--- config.mk ---
export PLATFORM = sky130hd
export DESIGN_NAME = operand_sweep_gen_flat
export DESIGN_NICKNAME = d
export VERILOG_FILES = /design/src/rtl/operand_sweep_gen_pkg.sv /design/src/rtl/operand_sweep_gen_if.sv /design/src/rtl/operand_sweep_gen_operand_counter.sv /design/src/rtl/operand_sweep_gen.sv /design/src/flat_wrapper.sv
export SDC_FILE = /design/constraint.sdc
export NUM_CORES = 1
export LEC_CHECK = 0
export ABC_AREA = 0
export BUFFER_PORTS_ARGS = -buffer_cell sky130_fd_sc_hd__buf_2
export CORE_UTILIZATION = 57
export DETAILED_ROUTE_END_ITERATION = 12
export PLACE_DENSITY_LB_ADDON = 0.15
export SYNTH_ARGS = -nofsm -noshare
export SYNTH_HDL_FRONTEND = slang
export SYNTH_SLANG_ARGS = --single-unit
export TNS_END_PERCENT = 1
--- constraint.sdc ---
create_clock -name clk -period 3 [get_ports clk]
set_clock_uncertainty 0.1 [all_clocks]
set_input_delay 0 -clock clk [delete_from_list [all_inputs] [get_ports clk]]
set_output_delay 0 -clock clk [all_outputs]
set_load 0.02 [all_outputs]
--- src/rtl/operand_sweep_gen_pkg.sv ---
// -----------------------------------------------------------------------------
// operand_sweep_gen_pkg
//   Definitions shared by the operand sweep generator, its interface and the
//   summator bench.
//   - state_e            : FSM state encoding, 3 bits (IDLE..DONE)
//   - pair_count_width() : width of the completed-pair counter for a given
//                          operand width. 2*reglength+1 bits, so the final
//                          count 2^(2*reglength) fits without wrapping.
// -----------------------------------------------------------------------------
package operand_sweep_gen_pkg;

    typedef enum logic [2:0] {
        ST_IDLE    = 3'd0,
        ST_LOAD    = 3'd1,
        ST_HOLD    = 3'd2,
        ST_ADVANCE = 3'd3,
        ST_DONE    = 3'd4
    } state_e;

    function automatic int pair_count_width(input int rl);
        return 2 * rl + 1;
    endfunction

endpackage

--- src/rtl/operand_sweep_gen_if.sv ---
// -----------------------------------------------------------------------------
// operand_sweep_gen_if
//   Bundle between the sweep generator (master) and the summator side (slave).
//   Signals:
//     start      : begin a sweep (slave -> master)
//     sum_ready  : summator result valid for the current pair (slave -> master)
//     r1, r2     : operands (master -> slave)
//     sum_clear  : one-cycle clear pulse ahead of each pair
//     pair_valid : r1/r2 stable and under evaluation
//     busy       : sweep in progress
//     done       : sweep complete, held until next start or reset
//     timeout    : sticky, some pair advanced without sum_ready
//     pair_count : pairs completed in the current sweep
//     dbg_state  : current FSM state, for observation only
//
//   Handshake: a pair is offered while pair_valid=1. The pair completes on the
//   first rising clock edge where pair_valid=1 and sum_ready=1 (or when the
//   hold window runs out). sum_ready is ignored whenever pair_valid=0.
// -----------------------------------------------------------------------------
interface operand_sweep_gen_if #(
    parameter int reglength = 3
);
    import operand_sweep_gen_pkg::*;

    localparam int PCW = pair_count_width(reglength);

    logic                 start;
    logic                 sum_ready;
    logic [reglength-1:0] r1;
    logic [reglength-1:0] r2;
    logic                 sum_clear;
    logic                 pair_valid;
    logic                 busy;
    logic                 done;
    logic                 timeout;
    logic [PCW-1:0]       pair_count;
    state_e               dbg_state;

    modport master (
        input  start, sum_ready,
        output r1, r2, sum_clear, pair_valid, busy, done, timeout,
               pair_count, dbg_state
    );

    modport slave (
        output start, sum_ready,
        input  r1, r2, sum_clear, pair_valid, busy, done, timeout,
               pair_count, dbg_state
    );

endinterface

--- src/rtl/operand_sweep_gen_operand_counter.sv ---
// -----------------------------------------------------------------------------
// operand_sweep_gen_operand_counter
//   Nested operand counter: r2 is the inner loop, r1 the outer loop.
//   Ports:
//     i_clk, i_reset : clock, asynchronous active-high reset
//     i_clear        : return both operands to zero (has priority over i_inc)
//     i_inc          : step to the next pair
//     o_r1, o_r2     : current operands
//     o_last_pair    : both operands at their maximum value
//   The wrap of r2 into r1 is explicit; r1 is never stepped past its maximum
//   because the caller stops incrementing on the last pair.
// -----------------------------------------------------------------------------
module operand_sweep_gen_operand_counter #(
    parameter int W = 3
) (
    input  logic         i_clk,
    input  logic         i_reset,
    input  logic         i_clear,
    input  logic         i_inc,
    output logic [W-1:0] o_r1,
    output logic [W-1:0] o_r2,
    output logic         o_last_pair
);

    localparam logic [W-1:0] MAX_VAL = '1;

    logic [W-1:0] r_r1;
    logic [W-1:0] r_r2;

    always_ff @(posedge i_clk or posedge i_reset) begin
        if (i_reset) begin
            r_r1 <= '0;
            r_r2 <= '0;
        end else if (i_clear) begin
            r_r1 <= '0;
            r_r2 <= '0;
        end else if (i_inc) begin
            if (r_r2 != MAX_VAL) begin
                r_r2 <= r_r2 + W'(1);
            end else begin
                r_r2 <= '0;
                r_r1 <= r_r1 + W'(1);
            end
        end
    end

    assign o_r1        = r_r1;
    assign o_r2        = r_r2;
    assign o_last_pair = (r_r1 == MAX_VAL) && (r_r2 == MAX_VAL);

endmodule

--- src/rtl/operand_sweep_gen.sv ---
// -----------------------------------------------------------------------------
// operand_sweep_gen
//   On-chip operand source for the summator. Walks every (r1, r2) pair of
//   width reglength (r2 inner, r1 outer), clears the summator before each
//   pair, offers the pair for at most HOLD_CYCLES cycles and advances on
//   sum_ready or on timeout.
//   Ports:
//     clk   : system clock, rising edge
//     reset : asynchronous, active-high; clears all state
//     bus   : operand_sweep_gen_if master modport (see interface header)
//   Pair timing: LOAD (1) + HOLD (1..HOLD_CYCLES) + ADVANCE (1).
//   All outputs come straight from registers.
// -----------------------------------------------------------------------------
module operand_sweep_gen
    import operand_sweep_gen_pkg::*;
#(
    parameter int reglength   = 3,
    parameter int HOLD_CYCLES = 4
) (
    input  logic                  clk,
    input  logic                  reset,
    operand_sweep_gen_if.master   bus
);

    localparam int PCW  = pair_count_width(reglength);
    // One extra bit so HOLD_CYCLES=1 still yields a legal width.
    localparam int HC_W = $clog2(HOLD_CYCLES + 1);

    state_e            r_state;
    logic [HC_W-1:0]   r_hold_cnt;
    logic [PCW-1:0]    r_pair_count;
    logic              r_timeout;
    logic              r_sum_clear;
    logic              r_pair_valid;
    logic              r_busy;
    logic              r_done;

    logic [reglength-1:0] w_r1;
    logic [reglength-1:0] w_r2;
    logic                 w_last_pair;
    logic                 w_start_ok;
    logic                 w_clear;
    logic                 w_inc;

    // start only matters when no sweep is running.
    assign w_start_ok = bus.start && ((r_state == ST_IDLE) || (r_state == ST_DONE));
    assign w_clear    = w_start_ok;
    // On the last pair the operands stay put so DONE reports r1=r2=max.
    assign w_inc      = (r_state == ST_ADVANCE) && !w_last_pair;

    operand_sweep_gen_operand_counter #(
        .W (reglength)
    ) u_operand_counter (
        .i_clk       (clk),
        .i_reset     (reset),
        .i_clear     (w_clear),
        .i_inc       (w_inc),
        .o_r1        (w_r1),
        .o_r2        (w_r2),
        .o_last_pair (w_last_pair)
    );

    always_ff @(posedge clk or posedge reset) begin
        if (reset) begin
            r_state      <= ST_IDLE;
            r_hold_cnt   <= '0;
            r_pair_count <= '0;
            r_timeout    <= 1'b0;
            r_sum_clear  <= 1'b0;
            r_pair_valid <= 1'b0;
            r_busy       <= 1'b0;
            r_done       <= 1'b0;
        end else begin
            r_sum_clear <= 1'b0;
            case (r_state)
                ST_IDLE, ST_DONE: begin
                    if (w_start_ok) begin
                        r_state      <= ST_LOAD;
                        r_pair_count <= '0;
                        r_timeout    <= 1'b0;
                        r_sum_clear  <= 1'b1;
                        r_busy       <= 1'b1;
                        r_done       <= 1'b0;
                    end
                end
                ST_LOAD: begin
                    r_state      <= ST_HOLD;
                    r_hold_cnt   <= HC_W'(HOLD_CYCLES - 1);
                    r_pair_valid <= 1'b1;
                end
                ST_HOLD: begin
                    if (bus.sum_ready) begin
                        r_state      <= ST_ADVANCE;
                        r_pair_valid <= 1'b0;
                    end else if (r_hold_cnt == '0) begin
                        r_state      <= ST_ADVANCE;
                        r_pair_valid <= 1'b0;
                        r_timeout    <= 1'b1;
                    end else begin
                        r_hold_cnt <= r_hold_cnt - HC_W'(1);
                    end
                end
                ST_ADVANCE: begin
                    r_pair_count <= r_pair_count + PCW'(1);
                    if (w_last_pair) begin
                        r_state <= ST_DONE;
                        r_busy  <= 1'b0;
                        r_done  <= 1'b1;
                    end else begin
                        r_state     <= ST_LOAD;
                        r_sum_clear <= 1'b1;
                    end
                end
                default: begin
                    r_state <= ST_IDLE;
                end
            endcase
        end
    end

    assign bus.r1         = w_r1;
    assign bus.r2         = w_r2;
    assign bus.sum_clear  = r_sum_clear;
    assign bus.pair_valid = r_pair_valid;
    assign bus.busy       = r_busy;
    assign bus.done       = r_done;
    assign bus.timeout    = r_timeout;
    assign bus.pair_count = r_pair_count;
    assign bus.dbg_state  = r_state;

endmodule
--- src/flat_wrapper.sv ---
// flat-port wrapper written by rule: the top's interface ports become plain ports
module operand_sweep_gen_flat import operand_sweep_gen_pkg::*;
#(
    parameter int reglength   = 3,
    parameter int HOLD_CYCLES = 4
)
  (clk, reset, bus_start, bus_sum_ready, bus_r1, bus_r2, bus_sum_clear, bus_pair_valid, bus_busy, bus_done, bus_timeout, bus_pair_count, bus_dbg_state);
  operand_sweep_gen_if #(.reglength(reglength)) bus_i ();
  input  logic clk;
  input  logic reset;
  input wire logic [$bits(bus_i.start)-1:0] bus_start;
  input wire logic [$bits(bus_i.sum_ready)-1:0] bus_sum_ready;
  output wire logic [$bits(bus_i.r1)-1:0] bus_r1;
  output wire logic [$bits(bus_i.r2)-1:0] bus_r2;
  output wire logic [$bits(bus_i.sum_clear)-1:0] bus_sum_clear;
  output wire logic [$bits(bus_i.pair_valid)-1:0] bus_pair_valid;
  output wire logic [$bits(bus_i.busy)-1:0] bus_busy;
  output wire logic [$bits(bus_i.done)-1:0] bus_done;
  output wire logic [$bits(bus_i.timeout)-1:0] bus_timeout;
  output wire logic [$bits(bus_i.pair_count)-1:0] bus_pair_count;
  output wire logic [$bits(bus_i.dbg_state)-1:0] bus_dbg_state;
  assign bus_i.start = bus_start;
  assign bus_i.sum_ready = bus_sum_ready;
  assign bus_r1 = bus_i.r1;
  assign bus_r2 = bus_i.r2;
  assign bus_sum_clear = bus_i.sum_clear;
  assign bus_pair_valid = bus_i.pair_valid;
  assign bus_busy = bus_i.busy;
  assign bus_done = bus_i.done;
  assign bus_timeout = bus_i.timeout;
  assign bus_pair_count = bus_i.pair_count;
  assign bus_dbg_state = bus_i.dbg_state;
  operand_sweep_gen #(.reglength(reglength), .HOLD_CYCLES(HOLD_CYCLES)) u_core (.clk(clk), .reset(reset), .bus(bus_i));
endmodule
Yosys cells after proc, flatten, opt, wreduce, memory -nomap -nowiden

Cells that the tools add are included.

Mux-type cells: 31
$add $sub $neg: 4
Eq/ne operators: 14
Reductions and logical operators: 19

Operator list:

| operator                                               | count |
|---|---|
| 2-to-1 mux 3 bit                                       | 12 |
| one-hot mux 7 bit (2 select lines)                     | 1 |
| one-hot mux 3 bit (4 select lines)                     | 1 |
| 2-to-1 mux 1 bit                                       | 10 |
| one-hot mux 1 bit (2 select lines)                     | 5 |
| equality test 3 bit (second input constant)            | 3 |
| inequality test 2 bit (second input constant)          | 4 |
| AND reduction 2 bit                                    | 4 |
| nonzero test 2 bit                                     | 4 |
| adder 7 x 1 -> 7 bit (second input constant)           | 1 |
| 2-to-1 mux 7 bit                                       | 1 |
| adder 3 x 1 -> 3 bit (second input constant)           | 2 |
| equality test 3 x 2 -> 1 bit (second input constant)   | 2 |
| zero test 3 bit                                        | 2 |
| one-hot mux 3 bit (2 select lines)                     | 1 |
| AND reduction 3 bit                                    | 2 |
| inequality test 2 x 1 -> 1 bit (second input constant) | 2 |
| AND reduction 4 bit                                    | 1 |
| equality test 3 x 1 -> 1 bit (second input constant)   | 1 |
| logical AND 1 bit                                      | 3 |
| inequality test 3 x 2 -> 1 bit (second input constant) | 1 |
| inequality test 3 bit (second input constant)          | 1 |
| subtractor 3 x 1 -> 3 bit (second input constant)      | 1 |
| OR reduction 2 bit                                     | 1 |
| other kinds (2)                                        | 2 |

Word-level logic and storage cells: 78
Register bits after elaboration: 24

Depth between registers and ports, before layout

Gate-level depths: netlist (run 1).

Depth in word-level cells: 6
Depth in mapped cells: 5
Mapped depth without buffers: 5

Hierarchy

From an unflattened synthesis (run 1), not the netlist that was laid out.

Cells, all modules: 125
Area total of the unflattened synthesis: 1288.7 um^2

By module, submodules not included:

| module                            | cells an instance | area each (um^2) | instances |
|---|---|---|---|
| operand_sweep_gen                 | 94                | 945.9            | 1 |
| operand_sweep_gen_operand_counter | 31                | 342.8            | 1 |

Worst setup path before layout (run 1)

OpenSTA, ideal clock, no wires.

Path type: register to register
Start point: reg u_core.r_state[0] (netlist: u_core.bus.dbg_state[0])
End point: reg u_core.r_pair_count[2] (netlist: u_core.bus.pair_count[2])
Setup time: 0.124 ns
Slack: 1.349 ns
Path buffers: 1
Arrival time: 1.427 ns
Clock period less this slack: 1.651 ns
Stages on the path, launching flop included: 5
Cells stage by stage: dfrtp_1 > or3b_1 > buf_2 > and2_4 > a211o_1

Cells in the longest elaborated chain, start to end: 5
Elaborated cells on any way between the ends: 10
Those cells by class: 3 x eq/ne; 1 x mux; 6 x reduce/logical

RTL lines:

| element                                                | line                                             | source |
|---|---|---|
| start: declaration                                     | operand_sweep_gen.sv:29                          | `state_e r_state;` |
| start signal: assignment                               | operand_sweep_gen.sv:65                          | `r_state <= ST_IDLE;` |
| start signal: assignment                               | operand_sweep_gen.sv:78                          | `r_state <= ST_LOAD;` |
| start signal: assignment                               | operand_sweep_gen.sv:87                          | `r_state <= ST_HOLD;` |
| equality test 3 bit or zero test 3 bit (tied branches) | operand_sweep_gen.sv:46, operand_sweep_gen.sv:75 |  |
| logical OR 1 bit                                       | operand_sweep_gen.sv:46                          | `assign w_start_ok = bus.start && ((r_state == ST_IDLE) \|\| (r_state == ST_DONE));` |
| logical AND 1 bit                                      | operand_sweep_gen.sv:46                          |  |
| inequality test 2 bit (no source line)                 | -                                                |  |
| AND reduction 2 bit (no source line)                   | -                                                |  |
| end signal: assignment                                 | operand_sweep_gen.sv:104                         | `r_pair_count <= r_pair_count + PCW'(1);` |
| end: declaration                                       | operand_sweep_gen.sv:31                          | `logic [PCW-1:0] r_pair_count;` |

Parallel ways exist; a longest one is shown, timed or not.
A chain may end at the register's enable or synchronous reset.

Final worst setup path (run 1)

Start point: reg u_core.r_state[0] (netlist: u_core.bus.dbg_state[0])
End point: reg u_core.r_pair_count[4] (netlist: u_core.bus.pair_count[4])

The elaborated chain is that of the path after synthesis.

==> results of run 1 <==
## metal layers
metal	part of all wire, %	vias up	track usage, %
met5	0	-	0
met4	0.99	0	6.37
met3	3.3	2	3.74
met2	46	21	35.6
met1	49	483	33.5
li1	-	500	-
## registers in the layout (all words and copies together) (netlist names)
signal                         count
u_core.bus.busy                    1
u_core.bus.timeout                 1
u_core.bus.pair_count              7
u_core.bus.sum_clear               1
u_core.r_hold_cnt                  3
u_core.bus.done                    1
u_core.bus.dbg_state               3
u_core.bus.pair_valid              1
u_core.u_operand_counter.o_r2      3
u_core.u_operand_counter.o_r1      3
## worst paths after layout
| check | end | slack [ns] | depth (start not counted) |
|---|---|---|---|
| max | u_core.bus.pair_count[4]$_DFFE_PP0P_ | 1.00 | 3 |
| min | u_core.bus.pair_valid$_DFFE_PP0P_ | 0.30 | 3 |
| max reg2reg | u_core.bus.pair_count[4]$_DFFE_PP0P_ | 1.00 | 3 |
| min reg2reg | u_core.bus.pair_count[6]$_DFFE_PP0P_ | 0.38 | 1 |
| max in group asynchronous | u_core.u_operand_counter.o_r2[1]$_DFFE_PP0P_ | 1.96 | 3 |
| min in group clk | u_core.bus.pair_count[6]$_DFFE_PP0P_ | 0.38 | 1 |
## final cells by class
type	count	area share, %
Multi-Input combinational cell	86	41.8
Timing Repair Buffer	27	10.5
Inverter	7	1.83
Sequential cell	24	41.9
Tap cell	27	2.36
Clock buffer	3	1.57
## per-stage QoR
step                      cell area (um2)  worst slack (ns)  hold WS [ns]
after CTS                            1430              1.02         0.328
after global routing                 1430             0.921         0.403
after floorplan                      1260              1.35       -0.0854
final                                1430              1.00         0.301
after global placement               1380              1.09         0.110
after detailed placement             1380              1.03         0.126
## kinds of logic (layout without fill, tap and decap cells)
group           after synthesis  count (layout)
compound gates               24              24
xor+xnor                      1               1
simple gates                 51              51
mux                           3               3
flops                        24              24
buf+inv                      14              37
fa+ha+maj                     7               7
## worst min-delay path: stages
cell           delay (ns)
dlygate4sd3_1        0.53
buf_2                0.12
inv_1                0.62
## power groups by stage
stage	Sequential, W	Combinational (W)	Clock [W]
6_report	0.000507	0.000477	0.000138
5_1_grt	0.000525	0.000535	0.000151
4_1_cts	0.000506	0.000480	0.000142
3_5_place_dp	0.000514	0.000474	0
3_3_place_gp	0.000503	0.000465	0
2_1_floorplan	0.000547	0.000316	0
## repair_timing
item | in CTS | in global routing
hold buffers | 3 | 0
hold endpoints to repair | 27 | 0
setup endpoints to repair | 0 | 0
## synthesized netlist by cell type (all sizes together), types with 2 or more instances
cell type | n | area, um2
a211o | 3 | 26.3
a31o | 2 | 17.5
and2 | 3 | 21.3
and3 | 4 | 25.0
buf | 5 | 25.0
clkbuf | 2 | 7.51
dfrtp | 24 | 601
ha | 7 | 87.6
inv | 7 | 26.3
mux2i | 3 | 30.0
nand2 | 10 | 37.5
nand2b | 3 | 18.8
nand3 | 5 | 25.0
nand4 | 4 | 25.0
nor2 | 4 | 15.0
nor2b | 5 | 31.3
nor3 | 5 | 25.0
nor3b | 2 | 15.0
o211ai | 4 | 30.0
o21ai | 5 | 25.0
==> run summary, run 1 <==
The run finished with clean final reports. STA puts the critical path data required time at 3.11 ns. The highest net fanout along the worst path works out to 16. The number of pins exceeding their max-slew limit in the final report is 0.

The cell type group with the largest total delay on the critical path is simple AND/OR/NAND/NOR gates. Synthesized area: 1260 um2. The total setup buffers inserted after CTS is 0. The design draws 0.00112 W. The number of levels the H-tree was split into was 1. Of the synthesized area, sequential elements account for 47.7%. The mean post-synth cell area is 10.2 um2, and the starting density of the core is 62.3%. Global routing used 23.1% of the available tracks.

Clock tree synthesis inserted a total of 3 buffers. The global-route wire length before repair came out at 4260 um. Warning count from the yosys run: 0.

The count of boundary I/O pins came out at 25. The pin count of the biggest net entering global routing came out at 25. Counting flops with a built-in enable in the synthesized netlist gives 0. The max-slew headroom at the worst pin was 42.3%; the area used by multi-input combinational logic was 599 um2. The unique cell type count in the Yosys netlist was 38.

Setup repair after global routing left no endpoint under its margin. The floorplan step defined a die boundary enclosing 2400 um2. In the synthesized netlist the dominant register cell turns out to be dfrtp_1. CTS placed an instance of clkbuf_4 at the clock tree root. The logs give 0.31 ns for the clock latency on the worst-skew pair and 0 for the number of routed nets with antenna violations. The critical path starts at u_core.bus.dbg_state[0]$_DFFE_PP0P_. The total detailed-routing wirelength was 2420 um. The worst setup path is captured at a flip-flop. Traced cell by cell, the critical path runs through or3b_1 > and2_4 > a211o_1. The number of nets handed over by synthesis was 135.

The switching power share of the total was 43.0%. The placer's final routability congestion estimate came out at 0.929. The number of cells in the finished layout apart from fillers was 174; the data arrival at the endpoint of the critical path was 2.11 ns.

The simple-gate share of the synthesized area came out at 23.2%. The combinational family with the most area after synthesis is simple AND/OR/NAND/NOR gates. The delay of the slowest cell on the worst path was 0.68 ns. For this block, the via count after detailed routing is 1006.

For the placeable core area, the log shows 2020 um2. Compound-cell area share of the yosys netlist: 14.4%. The register bit count reported by yosys is 24, and the starting DRC count in detailed routing is 18. The slowest stage of the critical path belongs to the cell or3b_1. Multiplexer cells account for 2.39% of the synthesized area. Gates resized during post-CTS repair numbered 0. After detailed routing, the number of vias per cell comes to 5.78.

Counting the fill cells in the layout gives 180. After technology mapping, the gate count stands at 124. Counting tap cells, the placed design contains a total of 168 instances. The chip height was 49.0 um. TritonCTS built the clock tree. The synthesis-to-finish area growth was 13.8%; the summed negative setup slack over all endpoints was 0 ns.

Detailed placement ended at an HPWL of 1790 um. Across the VDD grid, the largest voltage drop is 0.457 mV. STA classifies the critical path startpoint as a flip-flop. Internal power comes to 0.000640 W. The fraction of synthesized cell area in xor and xnor cells was 0.696%; the areal power density over the cells was 784 nW/um2. Clock-pin slew was measured on the worst setup and hold paths at 0.12 ns. The tools report the leakage dissipation as 0.788 nW. Dividing the final minimum period by the clock period gives 66.5%.

The longest clock path from root to sink contains 2 buffers. In the final layout, the share of cells above drive strength 1 is 21.1%. The proportion of power drawn by combinational gates came out at 42.5%. For the share of the core filled with cells in the final layout, the log shows 70.9%. The repair_antennas step left the layout with diodes totalling 0.

The number of hold violations in the final report is 0. The clock net in this run drives a total of 24 sinks. The number of max-cap violations is 0, and the net count of the finished layout is 160.

The slew at the pin closest to its max-slew limit was 0.865 ns; the switching power was 0.000483 W. The floorplan step set the die width to 49.0 um. The clock network power share is 12.3%, and the number of remaining DRC errors is 0. Setup violations remaining at the end of the flow were counted as 0. The tools report the via count of the first global-routing pass as 955.

The post-synthesis adder-cell area fraction works out to 6.96%. Registers take 601 um2. Static timing analysis puts the maximum clock frequency at 501 MHz. Sequential cell fraction of total power: 45.2%. The worst register-to-register path begins at u_core.bus.dbg_state[0]$_DFFE_PP0P_. The run gives 0 as the number of antenna violations at the first check in global routing.

After global routing the overflow that remains totals 0. The critical path contains buffers and inverters numbering 0 combined. For the first-pass iteration count of the detailed router, the log shows 4. Category of the critical setup timing path: flip-flop to flip-flop. After detailed routing, the average wire length per cell comes to 13.9 um. After floorplanning, the core was divided into 16 placement rows. The worst hold-check path type was primary input to async pin.

In this run the tool buffered the top-level ports with 24 buffer cells. The fraction of registers with async set or reset after synthesis works out to 100%. The final critical-path required period is 2.00 ns. In the layout the commonest cells are buf_2 (24), dfrtp_1 (24), nand2_1 (10), inv_1 (7), ha_1 (7).
(Power assumes the default switching activity.)
==> run 2, diff against run 1 <==
CORE_UTILIZATION = 53   (was 57)
clock period = 2.1 ns   (was 3 ns; I/O delays follow)
==> run summary, run 2 (synthesis results as in run 1) <==
The number of antenna violations at the first check in global routing is 0 (unchanged). The number of pins exceeding their max-slew limit in the final report was 0 (unchanged). Leaving out fill and tap cells, the most frequent cells in the layout are buf_2 (24), dfrtp_1 (24), nand2_1 (10), inv_1 (7), ha_1 (7).

The global-route wire length before repair came out at 4320 um (+1.3%). The placement-stage cell area is 1400 um2 (+1.2%), and the max-slew headroom at the worst pin is 40.8% (-1.5 points). The final setup violation count is 0 (unchanged), and the vias per cell is 5.85 (+1.3%). The number of buffers on the longest clock path came out at 2 (unchanged).

The tools report the clock buffer count from CTS as 3 (unchanged). The die footprint is 2570 um2 (+7.3%). The standard cell with the maximum stage delay on the critical path was dfrtp_1. Setup repair after global routing left no endpoint under its margin.

The tools report the clock latency on the worst-skew pair as 0.30 ns (about the same). The final critical-path required period came out at 1.76 ns (-0.237 ns). For the starting DRC count in detailed routing, the log shows 24 (+6).

For the via count of the first global-routing pass, the log shows 949 (-0.63%). The kind of cell with the highest combined delay along the critical path is flip-flops. For the total setup buffers inserted after CTS, the log shows 0 (unchanged).

The flip-flop count of the largest register, all copies and words added came out at 7 (unchanged). The cell area after layout came out at 1460 um2 (+2.1%). The first-pass iteration count of the detailed router is 4 (unchanged). The worst setup path is of the flip-flop to flip-flop kind. The die outline width came out at 50.7 um (+3.6%). Clock tree synthesis selected as its root buffer the cell clkbuf_4. The delay of the slowest cell on the worst path is 0.63 ns (-0.05 ns), and the number of buffer and inverter instances along the worst setup path is 0 (unchanged).

The slew at the pin closest to its max-slew limit works out to 0.888 ns (+0.0227 ns). The aggregate global-route resource usage is 22.7% (-0.32 points), and the share of layout cells above drive strength 1 is 22.7% (+1.6 points). The logs give 0.310 ns (+0.00830 ns) for the worst hold slack after final layout and 24 (unchanged) for the total clock sinks.

The logs give 1830 um (+2.4%) for the detailed placement HPWL and 0 (unchanged) for the number of hold violations in the final report. For the placeable core area, the log shows 2230 um2 (+10%). The run gives 25 (unchanged) as the count of boundary I/O pins. For the quantity of gates resized following cts, the log shows 0 (unchanged).

Areal power density over the cells: 1150 nW/um2 (+47%). The logs give 1 (unchanged) for the number of levels the H-tree was split into and 0.804 nW (+2.0%) for the leakage dissipation. The summed negative setup slack over all endpoints is 0 ns (unchanged). For the net count of the finished layout, the log shows 162 (+1.3%). The total detailed-routing wirelength was 2640 um (+9.1%).

The run finished with clean final reports. The tools report the peak supply drop as 0.802 mV (+76%). The floorplan row count was 17 (+1); the number of buffers inserted by port buffering was 24 (unchanged). The pin count of the biggest net entering global routing was 25 (unchanged). The detail-routed net length per standard cell came out at 14.9 um (+6.7%). Number of max-cap violations: 0 (unchanged). From synthesis to final layout, the design area changed by 16.2%. The logs give 56.4% (-5.9 points) for the starting density of the core and 0.799 (-14%) for the placer's final routability congestion estimate. The logs give 65.5% (-5.4 points) for the share of the core filled with cells in the final layout and 0 (unchanged) for the diode insertion count for antenna repair. The kind of end point of the critical path was a flip-flop.

The worst path required time is 2.21 ns (-0.90 ns), and the vias after detailed routing is 1042 (+3.6%). The highest net fanout along the worst path works out to 16 (unchanged). The tools report the number of remaining DRC errors as 0 (unchanged). TritonCTS built the clock tree. The chip height came out at 50.7 um (+3.6%). The data arrival at the endpoint of the critical path is 1.86 ns (-0.25 ns). The total congestion overflow was 0 (unchanged); the share of the clock period used by the worst path after layout was 83.7% (+17 points).

The signal on the critical path passes through and3b_1 > nand2_1 > a32o_1. Clock-pin slew reported for the worst setup and hold paths after clock tree synthesis: 0.13 ns (about the same). The number of routed nets with antenna violations was 0 (unchanged). The fmax was 569 MHz (+13%).

STA classifies the critical path startpoint as a flip-flop. The worst hold-check path type was primary input to async pin.
-- run 2: cell count changes in the layout (fill, tap and decap cells not counted) --
cell / delta
buf_4: +2
clkbuf_8: +1
-- run 2: through the flow --
step | std cells | power [W] | setup WS (ns)
final | 178 | 0.00168 | 0.342
after global routing | 178 | 0.00179 | 0.260
after CTS | 178 | 0.00169 | 0.353
after detailed placement | 171 | 0.00144 | 0.360
after global placement | 171 | 0.00140 | 0.473
after floorplan | 124 | 0.00123 | 0.449
-- run 2: layout make-up --
cell class                      instances  area, um2
Inverter                                7       26.3
Timing Repair Buffer                   29        165
Sequential cell                        24        601
Fill cell                             194        771
Multi-Input combinational cell         86        599
Tap cell                               28       35.0
Clock buffer                            4       36.3
-- run 2: worst paths after layout --
path                       slack, ns  cells past startpoint                                           end                            startpoint
max reg2reg                     0.34                      3  u_core.u_operand_counter.o_r2[1]$_DFFE_PP0P_   u_core.bus.dbg_state[0]$_DFFE_PP0P_
max                             0.34                      3  u_core.u_operand_counter.o_r2[1]$_DFFE_PP0P_   u_core.bus.dbg_state[0]$_DFFE_PP0P_
min reg2reg                     0.38                      1          u_core.bus.pair_count[6]$_DFFE_PP0P_  u_core.bus.pair_count[6]$_DFFE_PP0P_
max in group asynchronous       1.05                      3  u_core.u_operand_counter.o_r2[2]$_DFFE_PP0P_                                 reset
min in group clk                0.38                      1          u_core.bus.pair_count[6]$_DFFE_PP0P_  u_core.bus.pair_count[6]$_DFFE_PP0P_
min                             0.31                      3          u_core.bus.pair_count[3]$_DFFE_PP0P_                                 reset
-- run 2: timing repair --
action / in CTS / in global routing
hold endpoints to repair: 27 / 0
endpoints found under the setup margin: 0 / 0
hold buffers: 3 / 0
-- run 2: worst min-delay path, delay by kind of cell --
| kind | cells | cell delay, ns |
|---|---|---|
| buf+inv | 3 | 1.29 |
-- run 2: per-layer routing --
| metal | global-route usage, % | share of wire [%] | vias up |
|---|---|---|---|
| met5 | 0 | 0 | - |
| met4 | 8.80 | 1.3 | 0 |
| met3 | 3.94 | 4.2 | 4 |
| met2 | 37.1 | 48 | 31 |
| met1 | 29.9 | 47 | 503 |
| li1 | - | - | 504 |
-- run 2: report_power, final --
group / switching [W] / total, W / leakage [nW] / internal, W
clock network: 0.000132 / 0.000238 / 0.0210 / 0.000106
registers: 0.000153 / 0.000727 / 0.307 / 0.000574
logic: 0.000423 / 0.000715 / 0.476 / 0.000292
